File: src/rtl/rr_arbiter_4.sv
// Four-requester arbiter with round-robin or fixed-priority selection, registered
// one-hot grants held while requested, and a hold-timeout that forces a release.
module rr_arbiter_4 #(
   parameter bit          MODE_RR  = 1'b1,
   parameter int unsigned MAX_HOLD = 16,
   parameter int unsigned CNT_W    = 5
) (
   input  logic       clk,
   input  logic       rst,
   input  logic [3:0] req,
   output logic [3:0] gnt,
   output logic [1:0] gnt_id,
   output logic       gnt_valid,
   output logic       timeout
);

   typedef enum logic [0:0] {IDLE = 1'b0, BUSY = 1'b1} state_t;

   localparam bit               HOLD_EN    = (MAX_HOLD != 0);
   localparam logic [CNT_W-1:0] MAX_HOLD_C = CNT_W'(MAX_HOLD);
   localparam logic [CNT_W-1:0] CNT_MAX    = {CNT_W{1'b1}};
   localparam logic [CNT_W-1:0] CNT_ONE    = CNT_W'(1);
   localparam logic [CNT_W-1:0] CNT_ZERO   = {CNT_W{1'b0}};

   state_t           state_q, state_d;
   logic [3:0]       gnt_q, gnt_d;
   logic [1:0]       gnt_id_q, gnt_id_d;
   logic             gnt_valid_q, gnt_valid_d;
   logic             timeout_q, timeout_d;
   logic [CNT_W-1:0] hold_cnt_q, hold_cnt_d;
   logic [1:0]       last_id_q, last_id_d;
   logic [3:0]       mask_q, mask_d;
   logic [3:0]       cand_s;
   logic [2:0]       win_s;

   // Returns {found, index}; later loop iterations override earlier ones, so the
   // highest-priority candidate is visited last.
   function automatic logic [2:0] pick_winner(input logic [3:0] cand, input logic [1:0] last);
      logic [2:0] res;
      logic [1:0] idx;
      res = 3'b000;
      if (MODE_RR) begin
         for (int k = 4; k >= 1; k--) begin
            idx = last + 2'(k);
            res = cand[idx] ? {1'b1, idx} : res;
         end
      end else begin
         for (int k = 0; k < 4; k++) begin
            res = cand[k] ? {1'b1, 2'(k)} : res;
         end
      end
      return res;
   endfunction

   assign cand_s = req & ~mask_q;
   assign win_s  = pick_winner(cand_s, last_id_q);

   // Next-state and next-output computation for the IDLE/BUSY controller.
   always_comb begin
      state_d     = state_q;
      gnt_d       = gnt_q;
      gnt_id_d    = gnt_id_q;
      gnt_valid_d = gnt_valid_q;
      timeout_d   = 1'b0;
      hold_cnt_d  = hold_cnt_q;
      last_id_d   = last_id_q;
      mask_d      = mask_q;
      case (state_q)
         IDLE: begin
            mask_d = 4'b0000;
            if (win_s[2]) begin
               state_d     = BUSY;
               gnt_d       = 4'b0001 << win_s[1:0];
               gnt_id_d    = win_s[1:0];
               gnt_valid_d = 1'b1;
               last_id_d   = win_s[1:0];
               hold_cnt_d  = CNT_ONE;
            end else begin
               gnt_d       = 4'b0000;
               gnt_id_d    = 2'd0;
               gnt_valid_d = 1'b0;
            end
         end
         BUSY: begin
            if (!req[gnt_id_q]) begin
               mask_d = 4'b0000;
               if (win_s[2]) begin
                  gnt_d       = 4'b0001 << win_s[1:0];
                  gnt_id_d    = win_s[1:0];
                  gnt_valid_d = 1'b1;
                  last_id_d   = win_s[1:0];
                  hold_cnt_d  = CNT_ONE;
               end else begin
                  state_d     = IDLE;
                  gnt_d       = 4'b0000;
                  gnt_id_d    = 2'd0;
                  gnt_valid_d = 1'b0;
                  hold_cnt_d  = CNT_ZERO;
               end
            end else if (HOLD_EN && (hold_cnt_q == MAX_HOLD_C)) begin
               // Forced release: the evicted owner sits out the next arbitration.
               state_d     = IDLE;
               gnt_d       = 4'b0000;
               gnt_id_d    = 2'd0;
               gnt_valid_d = 1'b0;
               timeout_d   = 1'b1;
               mask_d      = 4'b0001 << gnt_id_q;
               hold_cnt_d  = CNT_ZERO;
            end else if (hold_cnt_q != CNT_MAX) begin
               hold_cnt_d = hold_cnt_q + CNT_ONE;
            end else begin
               hold_cnt_d = hold_cnt_q;
            end
         end
         default: begin
            state_d     = IDLE;
            gnt_d       = 4'b0000;
            gnt_id_d    = 2'd0;
            gnt_valid_d = 1'b0;
            hold_cnt_d  = CNT_ZERO;
            mask_d      = 4'b0000;
         end
      endcase
   end

   // State and registered outputs; async reset drops any grant at once.
   always_ff @(posedge clk or posedge rst) begin
      if (rst) begin
         state_q     <= IDLE;
         gnt_q       <= 4'b0000;
         gnt_id_q    <= 2'd0;
         gnt_valid_q <= 1'b0;
         timeout_q   <= 1'b0;
         hold_cnt_q  <= CNT_ZERO;
         last_id_q   <= 2'd3;
         mask_q      <= 4'b0000;
      end else begin
         state_q     <= state_d;
         gnt_q       <= gnt_d;
         gnt_id_q    <= gnt_id_d;
         gnt_valid_q <= gnt_valid_d;
         timeout_q   <= timeout_d;
         hold_cnt_q  <= hold_cnt_d;
         last_id_q   <= last_id_d;
         mask_q      <= mask_d;
      end
   end

   assign gnt       = gnt_q;
   assign gnt_id    = gnt_id_q;
   assign gnt_valid = gnt_valid_q;
   assign timeout   = timeout_q;

endmodule

File: config.mk
export PLATFORM = sky130hd
export DESIGN_NAME = rr_arbiter_4
export DESIGN_NICKNAME = d
export VERILOG_FILES = /design/src/rtl/rr_arbiter_4.sv
export SDC_FILE = /design/constraint.sdc
export NUM_CORES = 1
export LEC_CHECK = 0
export ABC_AREA = 1
export BUFFER_PORTS_ARGS = -buffer_cell sky130_fd_sc_hd__buf_2
export CAP_MARGIN = 0
export CORE_MARGIN = 4
export CORE_UTILIZATION = 54
export CTS_BUF_LIST = sky130_fd_sc_hd__clkbuf_8
export DETAILED_ROUTE_END_ITERATION = 8
export PLACE_DENSITY = 0.77
export SETUP_SLACK_MARGIN = 0.1
export SLEW_MARGIN = 20
export SYNTH_ARGS = -nofsm -noshare
export SYNTH_HDL_FRONTEND = slang
export SYNTH_SLANG_ARGS = --single-unit
File: constraint.sdc
create_clock -name clk -period 1.4 [get_ports clk]
set_input_delay 0.28 -clock clk [delete_from_list [all_inputs] [get_ports clk]]
set_output_delay 0.28 -clock clk [all_outputs]
set_load 0.01 [all_outputs]
After elaboration in Yosys (flattened, before gate mapping)

Cells that the tools add are included.
W data, S select, Z words.

$lt $le $gt $ge: 5
$add $sub $neg: 4
Reduce and logical (&&, ||, !) cells: 1
Shift-type cells: 2
Divide/modulo/power cells: 0
Bitwise gates (word level): 3
Muxes and demuxes: 44
Eq/ne operators: 6
Multiply operators: 0

Operator list:

| kind                  | count |
|---|---|
| $mux W4               | 5 |
| $mux W5               | 4 |
| $pmux W4 S2           | 2 |
| $lt A2 B3 Y1 const B  | 5 |
| $mux W1               | 14 |
| $mux W3               | 4 |
| $bmux W1 S2           | 5 |
| $mux W2               | 5 |
| $pmux W5 S2           | 1 |
| $pmux W2 S2           | 2 |
| $shl A1 B2 Y4 const A | 2 |
| $add A5 B1 Y5 const B | 1 |
| $eq A5 B5 Y1 const B  | 1 |
| $ne A5 B5 Y1 const B  | 1 |
| $add A2 B2 Y2 const B | 2 |
| $and A4 B4 Y4         | 1 |
| $ne A2 B2 Y1 const B  | 2 |
| $ne A4 B2 Y1 const B  | 1 |
| $not A4 Y4            | 1 |
| $pmux W1 S2           | 2 |
| $ne A3 B2 Y1 const B  | 1 |
| $add A2 B1 Y2 const B | 1 |
| $reduce_and A2 Y1     | 1 |
| $not A1 Y1            | 1 |

Output and inout port bits: 8
Input bits: 6
Register bits: 20
Memories kept: 0
RAM bits: 0
Bits in latches: 0
Bits in read-only memories: 0

Longest topological paths before layout

Gate-level depths: netlist (run 1).

Word-level depth: 12
Depth in mapped cells: 13

Worst setup path after synthesis (run 1)

OpenSTA, ideal clock, no wires.

Path type: register to register
Start point: reg last_id_q[0]
End point: reg hold_cnt_q[0]
Data arrival time: 1.448 ns
Period minus slack after synthesis: 1.563 ns
Slack: -0.163 ns
Setup time: 0.115 ns
Stages on the path, launching flop included: 12
Cells stage by stage: dfstp_2 -> buf_6 -> inv_6 -> nand3_4 -> nand2_4 -> nor2_4 -> nand2_2 -> or2_4 -> nand2_8 -> inv_4 -> nand2_2 -> nand2_2

Cells in the longest elaborated chain, start to end: 9
Elaborated cells on any way between the ends: 20
Those cells by class: 3 x add/sub; 1 x eq/ne; 15 x mux; 1 x reduce/logical

Ends and longest elaborated chain:

| item                                                            | RTL line | RTL |
|---|---|---|
| from (decl)                                                     | 31       | `logic [1:0] last_id_q, last_id_d;` |
| from (signal assigned)                                          | 144      | `last_id_q <= last_id_d;` |
| $add A2 B2 Y2 / $bmux W1 S2 (equally long branches)             | 44, 45   |  |
| $bmux W1 S2 / $mux W1 (equally long branches)                   | 45       | `res = cand[idx] ? {1'b1, idx} : res;` |
| $mux W1 (not written as such) / $mux W3 (equally long branches) | 45       |  |
| $mux W3 (2 in a row)                                            | 45       |  |
| $mux W3 *                                                       | 45       |  |
| $mux W1                                                         | 87       | `if (win_s[2]) begin` |
| $mux W5                                                         | 85       | `if (!req[gnt_id_q]) begin` |
| $pmux W5 S2                                                     | 68       | `case (state_q)` |
| to (signal assigned)                                            | 143      | `hold_cnt_q <= hold_cnt_d;` |
| to (decl)                                                       | 30       | `logic [CNT_W-1:0] hold_cnt_q, hold_cnt_d;` |

Every way passes the cells marked *; elsewhere a longest branch is shown, timed or not. The select of a mux whose other input is x is not followed.
A chain may end at the register's enable or synchronous reset.

Worst setup path in the final report (run 1)

Start point: reg last_id_q[0]
End point: reg gnt_q[1], in the netlist gnt[1]

Cells in the longest elaborated chain, start to end: 10
Elaborated cells on any way between the ends: 19
Those cells by class: 3 x add/sub; 1 x shift; 15 x mux

Ends and longest elaborated chain:

| item                                                            | RTL line | RTL |
|---|---|---|
| $add A2 B2 Y2 / $bmux W1 S2 (equally long branches)             | 44, 45   |  |
| $bmux W1 S2 / $mux W1 (equally long branches)                   | 45       |  |
| $mux W1 (not written as such) / $mux W3 (equally long branches) | 45       |  |
| $mux W3 (2 in a row)                                            | 45       |  |
| $mux W3 *                                                       | 45       |  |
| $shl A1 B2 Y4                                                   | 73, 88   |  |
| $mux W4 *                                                       | 71, 87   |  |
| $mux W4                                                         | 85       |  |
| $pmux W4 S2 *                                                   | 68       |  |
| to (signal assigned)                                            | 139      | `gnt_q <= gnt_d;` |
| to (decl)                                                       | 26       | `logic [3:0] gnt_q, gnt_d;` |

Marked as above.

==> results of run 1 <==
worst min-delay path by stage:
stage	endpoint	start	slack, ns	cells after the start
floorplan	gnt[0]	rst	0.24	1
global placement	timeout	rst	0.27	2
detailed placement	mask_q[2]	rst	0.28	2
CTS	gnt[2]	gnt[2]	0.48	2
global route	gnt[0]	gnt[0]	0.53	2
finish	gnt[3]	gnt[3]	0.51	2
sequential cells by signal, summed over array words and instances (netlist names):
register    flops
gnt             4
gnt_id          2
gnt_valid       1
hold_cnt_q      5
last_id_q       2
mask_q          4
state_q         1
timeout         1
repair_timing:
item | 4_1_cts | 5_1_grt
pin swaps | 10 | 16
hold buffers | 1 | 0
endpoints found under the setup margin | 19 | 20
hold endpoints to repair | 5 | 0
gates cloned | 2 | 0
setup buffers | 9 | 4
gates resized for setup | 30 | 30
placed cells by master (no fill, tap or decap), types with 3 or more instances in the layout:
master,Yosys,routed
buf_2,0,13
dfrtp_1,18,16
clkbuf_8,0,4
buf_6,1,4
inv_2,3,8
nand3_2,2,10
nor2_1,4,4
nand2_4,4,10
nor2_2,3,3
nand2_2,10,22
nand3_1,22,12
nor2_4,3,4
inv_1,21,14
nand3_4,1,3
o21ai_2,4,8
nand2_1,39,22
buf_4,0,26
per-layer routing:
metal	routed length, um	up-vias	GRT usage (%)
li1	-	601	-
met1	1740	652	29.3
met2	2220	83	42.9
met3	309	21	3.68
met4	200	0	10.6
met5	0	-	0
power groups by stage:
stage          Combinational (uW)  Sequential, uW  Clock (uW)
3_5_place_dp                 2050             973           0
3_3_place_gp                 1990             961           0
5_1_grt                      3500            1000         479
4_1_cts                      2600             960         457
2_1_floorplan                1410             954           0
6_report                     3270             986         455
layout make-up:
type	instances	share of cell area [%]
Multi-Input combinational cell	114	45.9
Sequential cell	20	26.6
Inverter	26	6.07
Clock buffer	4	2.90
Timing Repair Buffer	44	16.6
Tap cell	28	1.85
through the flow:
step	total power, uW	cell area [um^2]	setup WS [ns]	util [%]
after floorplan	2360	1290	-0.152	-
after global placement	2950	1510	-0.220	67.5
after detailed placement	3020	1510	-0.265	67.5
after CTS	4020	1750	-0.195	78.4
final	4710	1900	-0.303	84.9
after global routing	4980	1900	-0.376	84.9
worst max-delay path, delay by kind of cell (launching register included):
kind	cells	cell delay (ns)
buf+inv	2	0.21
flops	1	0.60
simple gates	10	0.77
kinds of logic after synthesis:
family,count (synthesis),share of synthesized area (%)
and+or+nand+nor,93,40.3
adders and majority gates,3,2.92
AOI/OAI and AO/OA,13,6.52
xor gates and xnor gates,3,2.05
buffers and inverters,27,9.06
DFF,20,39.1
==> impl_metrics.toml, run 1 <==
[timing]
setup_ws_ns = -0.303
finalHoldViolations = 0
fin_setup_tns_ns = -4.25
finalClockSkew_ns = 0.00156
slew_viol_final = 0
rsz0062_at_grt = "yes"
fmax_mhz = 587
slew_headroom_pct = 75.0
fin_crit_ns = 1.70
final-setup-viol-count = 19
fin_crit_sh_pct = 122
worstMarginPinSlew_ns = 0.374
whs_ns = 0.512

[pwr]
ir_drop_uv = 2270
intPower_uw = 2370
cellPowerDensity_nw_per_um2 = 2480
pwr-share-comb_pct = 69.4
power_frac_seq_pct = 20.9
p_clk_share_pct = 9.7
p_sw_uw = 2340
leakage_uw = 0.000965
switching_share_pct = 49.7

[clocking]
cts_tree = "built"
cts_root_buf = "clkbuf_8"
numClockSinks = 20
insertion_delay_ns = 0.26
h-tree-depth = 1
cts_buffers = 3
cts_buffer_depth = 2
path_clk_slew_ns = 0.08

[synth]
syn_inst = 159
synth-seq-cells = 20
synth.top_cell.area_share_pct = 35.1
async_flop_share_pct = 100
syn_nets = 168
avgSynthCellArea_um2 = 8.08
synth_area_leaders = "dfrtp_1 (35%), nand2_1 (11%), nand3_1 (8.6%)"
synth_edf_count = 0
ys_types = 29
ys_warn_count = 0
synth.most_common_cell = "nand2_1"
synth-seq-area-share_pct = 39.1
synthFlopType = "dfrtp_1"
synth_commonest_cells = "nand2_1 (39), nand3_1 (22), inv_1 (21)"
yosysTopAreaCell = "dfrtp_1"
syn_area_um2 = 1280

[setup_path]
crit_end = "gnt[1]"
reg2reg_from = "last_id_q[0]"
path_max_fanout = 4
r2r_cells = 12
r2r_end = "gnt[1]"
critPathLaunch = "last_id_q[0]"
r2r_slack_ns = -0.30
worstPathRequired_ns = 1.56
arrival_ns = 1.86
crit_chain = "buf_6 > nand3_4 > nand2_4 > nand2_1 > nand2_1 > inv_1 > nand2_2 > nand2_2 > nand2_2 > nand2_2 > nand3_2 > nand2_2"
critPathCaptureType = "flop"
worst_path_max_delay_cell = "dfstp_2"
path_class = "reg2reg"
cpMostUsedCell = "nand2_2"
start_kind = "flop"
slowest_delay_ns = 0.60

[cells_and_area]
register_area_um2 = 505
multi_input_area_um2 = 871
antenna_cells = 0
nFillCells = 122
final_cells = 236
syn_to_final_growth_pct = 47.6
final_layout_size_suffix_gt1_share_pct = 62.5
final_nets = 218

[floorplan]
fp.coreArea_um2 = 2230
io_pins = 14
fp-row-count = 17
dieArea_um2 = 3220
dieHeight_um = 56.8
die_w_um = 56.8
start_util_pct = 57.5

[placed_design]
port_buffers = 13
post-place-cells = 216
place.gp.congestion = 0.852
post-dp-hpwl_um = 2150

[route]
vias = 1357
drt_first_iter_violations = 113
via_per_inst = 5.75
wl_per_cell_um = 18.9
totalWireLength_um = 4470
drc_errors = 0
firstDrtPassIters = 4
ant_nets = 0

[global_routing]
grt_usage_pct = 24.5
grt_max_degree = 12
overflow = 0
grt_pass1_wl_um = 6060
grt_pass1_vias = 1276
antenna_found_initial = 0

[outcome]
status = "finished with violations"
violations = "setup timing"

[worst_hold_path]
hold_class = "reg2reg"

[run]
maxCapViolCount = 0
No activity file was read; power rests on OpenSTA's default activity.
==> run 2: changes to the inputs <==
Settings changed: ABC_AREA 1 to 0, CORE_UTILIZATION 54 to 53.
==> impl_metrics.toml, run 2 <==
[outcome]
status = "finished with violations"
violations = "setup timing"

[pwr]
cellPowerDensity_nw_per_um2 = 1870
p_total_uw = 3030
leakage_uw = 0.000717
ir_drop_uv = 1230

[placed_design]
dp_worst_setup_slack_ns = -0.219
post-place-cells = 154
port_buffers = 13
place.gp.congestion = 0.810
post-dp-hpwl_um = 1770

[cells_and_area]
final_common_cell = "buf_4"
final_cells = 172
antenna_cells = 0
final_layout_size_suffix_gt1_share_pct = 56.6
final_nets = 155
syn_to_final_growth_pct = 48.6
final_cell_mix = "buf_4 (19), dfrtp_1 (16), buf_2 (12)"
register_area_um2 = 505
regMostFlops = "hold_cnt_q"
multi_input_area_um2 = 721
nFillCells = 117
largest_reg_flops = 5

[synth]
yosysTopAreaCell = "dfrtp_1"
syn_nets = 115
synth.top_cell.area_share_pct = 41.2
avgSynthCellArea_um2 = 10.3
synth_commonest_cells = "dfrtp_1 (18), nor2_1 (10), inv_1 (7)"
synth.most_common_cell = "dfrtp_1"
synth-seq-cells = 20
syn_area_um2 = 1090
async_flop_share_pct = 100
synthFlopType = "dfrtp_1"
ys_types = 40
synth_area_leaders = "dfrtp_1 (41%), dfstp_2 (4.8%), ha_1 (3.4%)"
syn_inst = 106
synth_edf_count = 0
synth-seq-area-share_pct = 46.0
ys_warn_count = 0

[clocking]
cts_root_buf = "clkbuf_8"
numClockSinks = 20
path_clk_slew_ns = 0.07
insertion_delay_ns = 0.26
cts_buffer_depth = 2
cts_tree = "built"
h-tree-depth = 1
cts_buffers = 3

[timing]
fin_crit_sh_pct = 112
finalClockSkew_ns = 0.00190
whs_ns = 0.484
fin_crit_ns = 1.57
finalHoldViolations = 0
rsz0062_at_grt = "yes"
slew_viol_final = 0
setup_ws_ns = -0.171
final-setup-viol-count = 18
slew_headroom_pct = 78.2
worstMarginPinSlew_ns = 0.326
fmax_mhz = 637

[floorplan]
dieArea_um2 = 2850
dieHeight_um = 53.4
die_w_um = 53.4
fp-row-count = 16
io_pins = 14
fp.coreArea_um2 = 1960
start_util_pct = 55.7

[route]
firstDrtPassIters = 4
via_per_inst = 5.99
wl_per_cell_um = 17.7
totalWireLength_um = 3040
drc_errors = 0
ant_nets = 0
drt_first_iter_violations = 27
vias = 1030

[setup_path]
crit_buf_inv = 1
slowest_delay_ns = 0.41
worstPathRequired_ns = 1.55
worst_path_max_delay_cell = "dfrtp_1"
path_max_fanout = 4
arrival_ns = 1.72
start_kind = "flop"
r2r_cells = 7
worst-path-stages = 7
path_class = "reg2reg"
cp_top_family = "flip-flops"
crit_chain = "ha_2 > and3_4 > ha_4 > nand2_4 > o32ai_2 > buf_4 > a32o_2"
critPathCaptureType = "flop"

[run]
maxCapViolCount = 0

[global_routing]
antenna_found_initial = 0
grt_max_degree = 13
overflow = 0
grt_pass1_wl_um = 4990
grt_pass1_vias = 1010
grt_usage_pct = 25.1

[worst_hold_path]
hold_depth = 1
hold_class = "reg2reg"
==> run 2: layout make-up <==
cell class / count / share of cell area (%)
Clock buffer: 3 / 2.54
Clock inverter: 1 / 0.231
Inverter: 7 / 1.62
Multi-Input combinational cell: 75 / 44.4
Sequential cell: 20 / 31.1
Tap cell: 27 / 2.08
Timing Repair Buffer: 39 / 18.0
==> run 2: power breakdown <==
| part | switching, uW | internal [uW] | total [uW] | leakage, uW |
|---|---|---|---|---|
| combinational | 804 | 893 | 1700 | 0.000438 |
| sequential | 180 | 772 | 951 | 0.000252 |
| clock | 190 | 196 | 385 | 0.0000269 |
| total | 1170 | 1860 | 3030 | 0.000717 |
==> run 2: logic make-up after synthesis <==
kind of cell | Yosys count | synth area share, %
compound gates | 29 | 20.6
fa+ha+maj | 3 | 3.44
buf+inv | 11 | 5.50
flops | 20 | 46.0
mux | 3 | 3.89
simple gates | 40 | 20.5
==> run 2: metal layers <==
layer	routed length, um	global-route usage [%]	vias up
met2	1500	37.3	37
met4	66	14.5	0
met3	138	3.66	7
met5	0	0	-
li1	-	-	467
met1	1330	34.4	519
==> run 2: final timing paths <==
path	startpoint	endpoint	slack, ns
worst max register to register	hold_cnt_q[1]	hold_cnt_q[1]	-0.17
min in group asynchronous	rst	gnt_valid	0.50
worst max-delay path	hold_cnt_q[1]	hold_cnt_q[1]	-0.17
max in group asynchronous	rst	gnt_id[1]	0.40
worst min register to register	gnt_valid	gnt_valid	0.48
worst min-delay path	gnt_valid	gnt_valid	0.48
==> run 2: timing repair <==
item,CTS,global route
endpoints found under the hold margin,6,0
setup buffers,8,7
cloned,1,0
hold buffers,1,0
endpoints found under the setup margin,20,20
pin swaps,13,15
resized for setup,27,22
==> run 2: stage by stage <==
| stage | TNS [ns] | area, um^2 | util [%] |
|---|---|---|---|
| global placement | -1.09 | 1270 | 64.6 |
| global route | -3.03 | 1620 | 82.7 |
| detailed placement | -1.63 | 1270 | 64.6 |
| floorplan | -1.05 | 1120 | - |
| CTS | -1.38 | 1500 | 76.5 |
| finish | -1.60 | 1620 | 82.7 |
==> run 3: changes to the inputs <==
Settings changed: CORE_UTILIZATION 53 to 60, CTS_CLUSTER_SIZE from default to 40, PLACE_DENSITY 0.77 to 0.82.
Clock period 1.4 ns to 1.85 ns, I/O delays scaled along.
==> impl_metrics.toml, run 3 (synthesized netlist as in run 2, its figures left out) <==
[route]
wl_per_cell_um = 14.6
drc_errors = 0
top_layer = "met4"
wl_met1_um = 1050
dr_wl_met2_um = 1010
totalWireLength_um = 2180
firstDrtPassIters = 4
via_per_inst = 5.79
vias = 869
ant_nets = 0
drt_first_iter_violations = 28
met3_length_um = 105

[pwr]
p_sw_uw = 684
pwr-share-comb_pct = 41.3
p_clk_share_pct = 22.3
ir_drop_uv = 910
cellPowerDensity_nw_per_um2 = 1510
leakage_uw = 0.000581
switching_share_pct = 35.2
power_frac_seq_pct = 36.5
p_total_uw = 1940
intPower_uw = 1260

[setup_path]
path_max_fanout = 5
worstPathRequired_ns = 1.99
crit_end = "hold_cnt_q[0]"
critPathCaptureType = "flop"
critPathLaunch = "hold_cnt_q[0]"
path_class = "reg2reg"
r2r_cells = 6
start_kind = "flop"
r2r_end = "hold_cnt_q[0]"
r2r_slack_ns = 0.18
reg2reg_from = "hold_cnt_q[0]"
arrival_ns = 1.81

[cells_and_area]
final_cells = 150
final_nets = 135
final_common_cell = "dfrtp_1"
regMostFlops = "hold_cnt_q"
syn_to_final_growth_pct = 17.5
largest_reg_flops = 5
final_cell_mix = "dfrtp_1 (18), buf_2 (13), nor2_1 (10)"
final_layout_size_suffix_gt1_share_pct = 26.4
antenna_cells = 0

[clocking]
cts_tree = "built"
path_clk_slew_ns = 0.07
cts_hold_buf = 0
cts_buffer_depth = 2
numClockSinks = 20
cts_buffers = 3
h-tree-depth = 1
insertion_delay_ns = 0.26
cts_root_buf = "clkbuf_8"

[floorplan]
die_w_um = 50.7
dieArea_um2 = 2570
fp.coreArea_um2 = 1730
start_util_pct = 63.3
fp-row-count = 15
io_pins = 14
dieHeight_um = 50.7

[global_routing]
overflow = 0
grt_pass1_vias = 806
grt_pass1_wl_um = 3760
grt_max_degree = 21
grt_usage_pct = 19.3
antenna_found_initial = 0

[timing]
fin_setup_tns_ns = 0
finalHoldViolations = 0
final-setup-viol-count = 0
fmax_mhz = 597
slew_viol_final = 0
fin_crit_ns = 1.67
worstMarginPinSlew_ns = 0.404
rsz0062_at_grt = "no"
finalClockSkew_ns = 0.00294
slew_headroom_pct = 72.9
fin_crit_sh_pct = 90.5

[worst_hold_path]
hold_class = "in2async"

[placed_design]
post-place-cells = 144
port_buffers = 13
place.gp.congestion = 0.893
post-dp-hpwl_um = 1570

[run]
maxCapViolCount = 0

[outcome]
status = "finished clean"
run 3: per-layer routing:
metal | vias up | track usage (%)
met3 | 4 | 2.97
li1 | 423 | -
met5 | - | 0
met4 | 0 | 7.17
met2 | 27 | 29.8
met1 | 415 | 27.4
run 3: layout make-up:
class	instances	area, um^2
timing repair buffer	19	110
inverter	7	26.3
tap	25	31.3
sequential	20	503
multi-input combinational	75	542
clock inverter	1	30.0
fill	128	443
clock buffer	3	41.3
run 3: worst max-delay path, cell delays in order, from the launching register on:
cell	delay [ns]
dfrtp_1	0.39
ha_1	0.23
and3_1	0.19
ha_2	0.20
nand2_2	0.09
o32ai_2	0.11
a221o_1	0.36
run 3: through the flow:
stage	cell area, um^2	setup WS (ns)	utilization (%)	hold slack (ns)
after floorplan	1090	0.220	-	0.332
after global placement	1180	0.179	68.6	0.398
after detailed placement	1180	0.0796	68.6	0.422
after CTS	1270	0.115	73.6	0.133
after global routing	1280	0.114	74.3	0.152
final	1280	0.176	74.3	0.132
run 3: power by group through the flow:
| stage | combinational, uW | sequential, uW | clock [uW] |
|---|---|---|---|
| after floorplan | 596 | 709 | 0 |
| after global placement | 736 | 716 | 0 |
| after detailed placement | 747 | 724 | 0 |
| after CTS | 791 | 705 | 443 |
| after global routing | 874 | 735 | 464 |
| final | 801 | 708 | 433 |
run 3: how the worst min path moves through the flow:
| stage | cells past startpoint | to |
|---|---|---|
| 2_1_floorplan | 1 | gnt[0] |
| 3_3_place_gp | 3 | gnt_valid |
| 3_5_place_dp | 3 | hold_cnt_q[1] |
| 4_1_cts | 3 | gnt[2] |
| 5_1_grt | 3 | gnt[2] |
| 6_report | 3 | gnt[2] |
run 3: repair_timing:
| action | in CTS | in global routing |
|---|---|---|
| setup buffers | 2 | 0 |
| endpoints found under the setup margin | 1 | 1 |
| resized for setup | 0 | 3 |
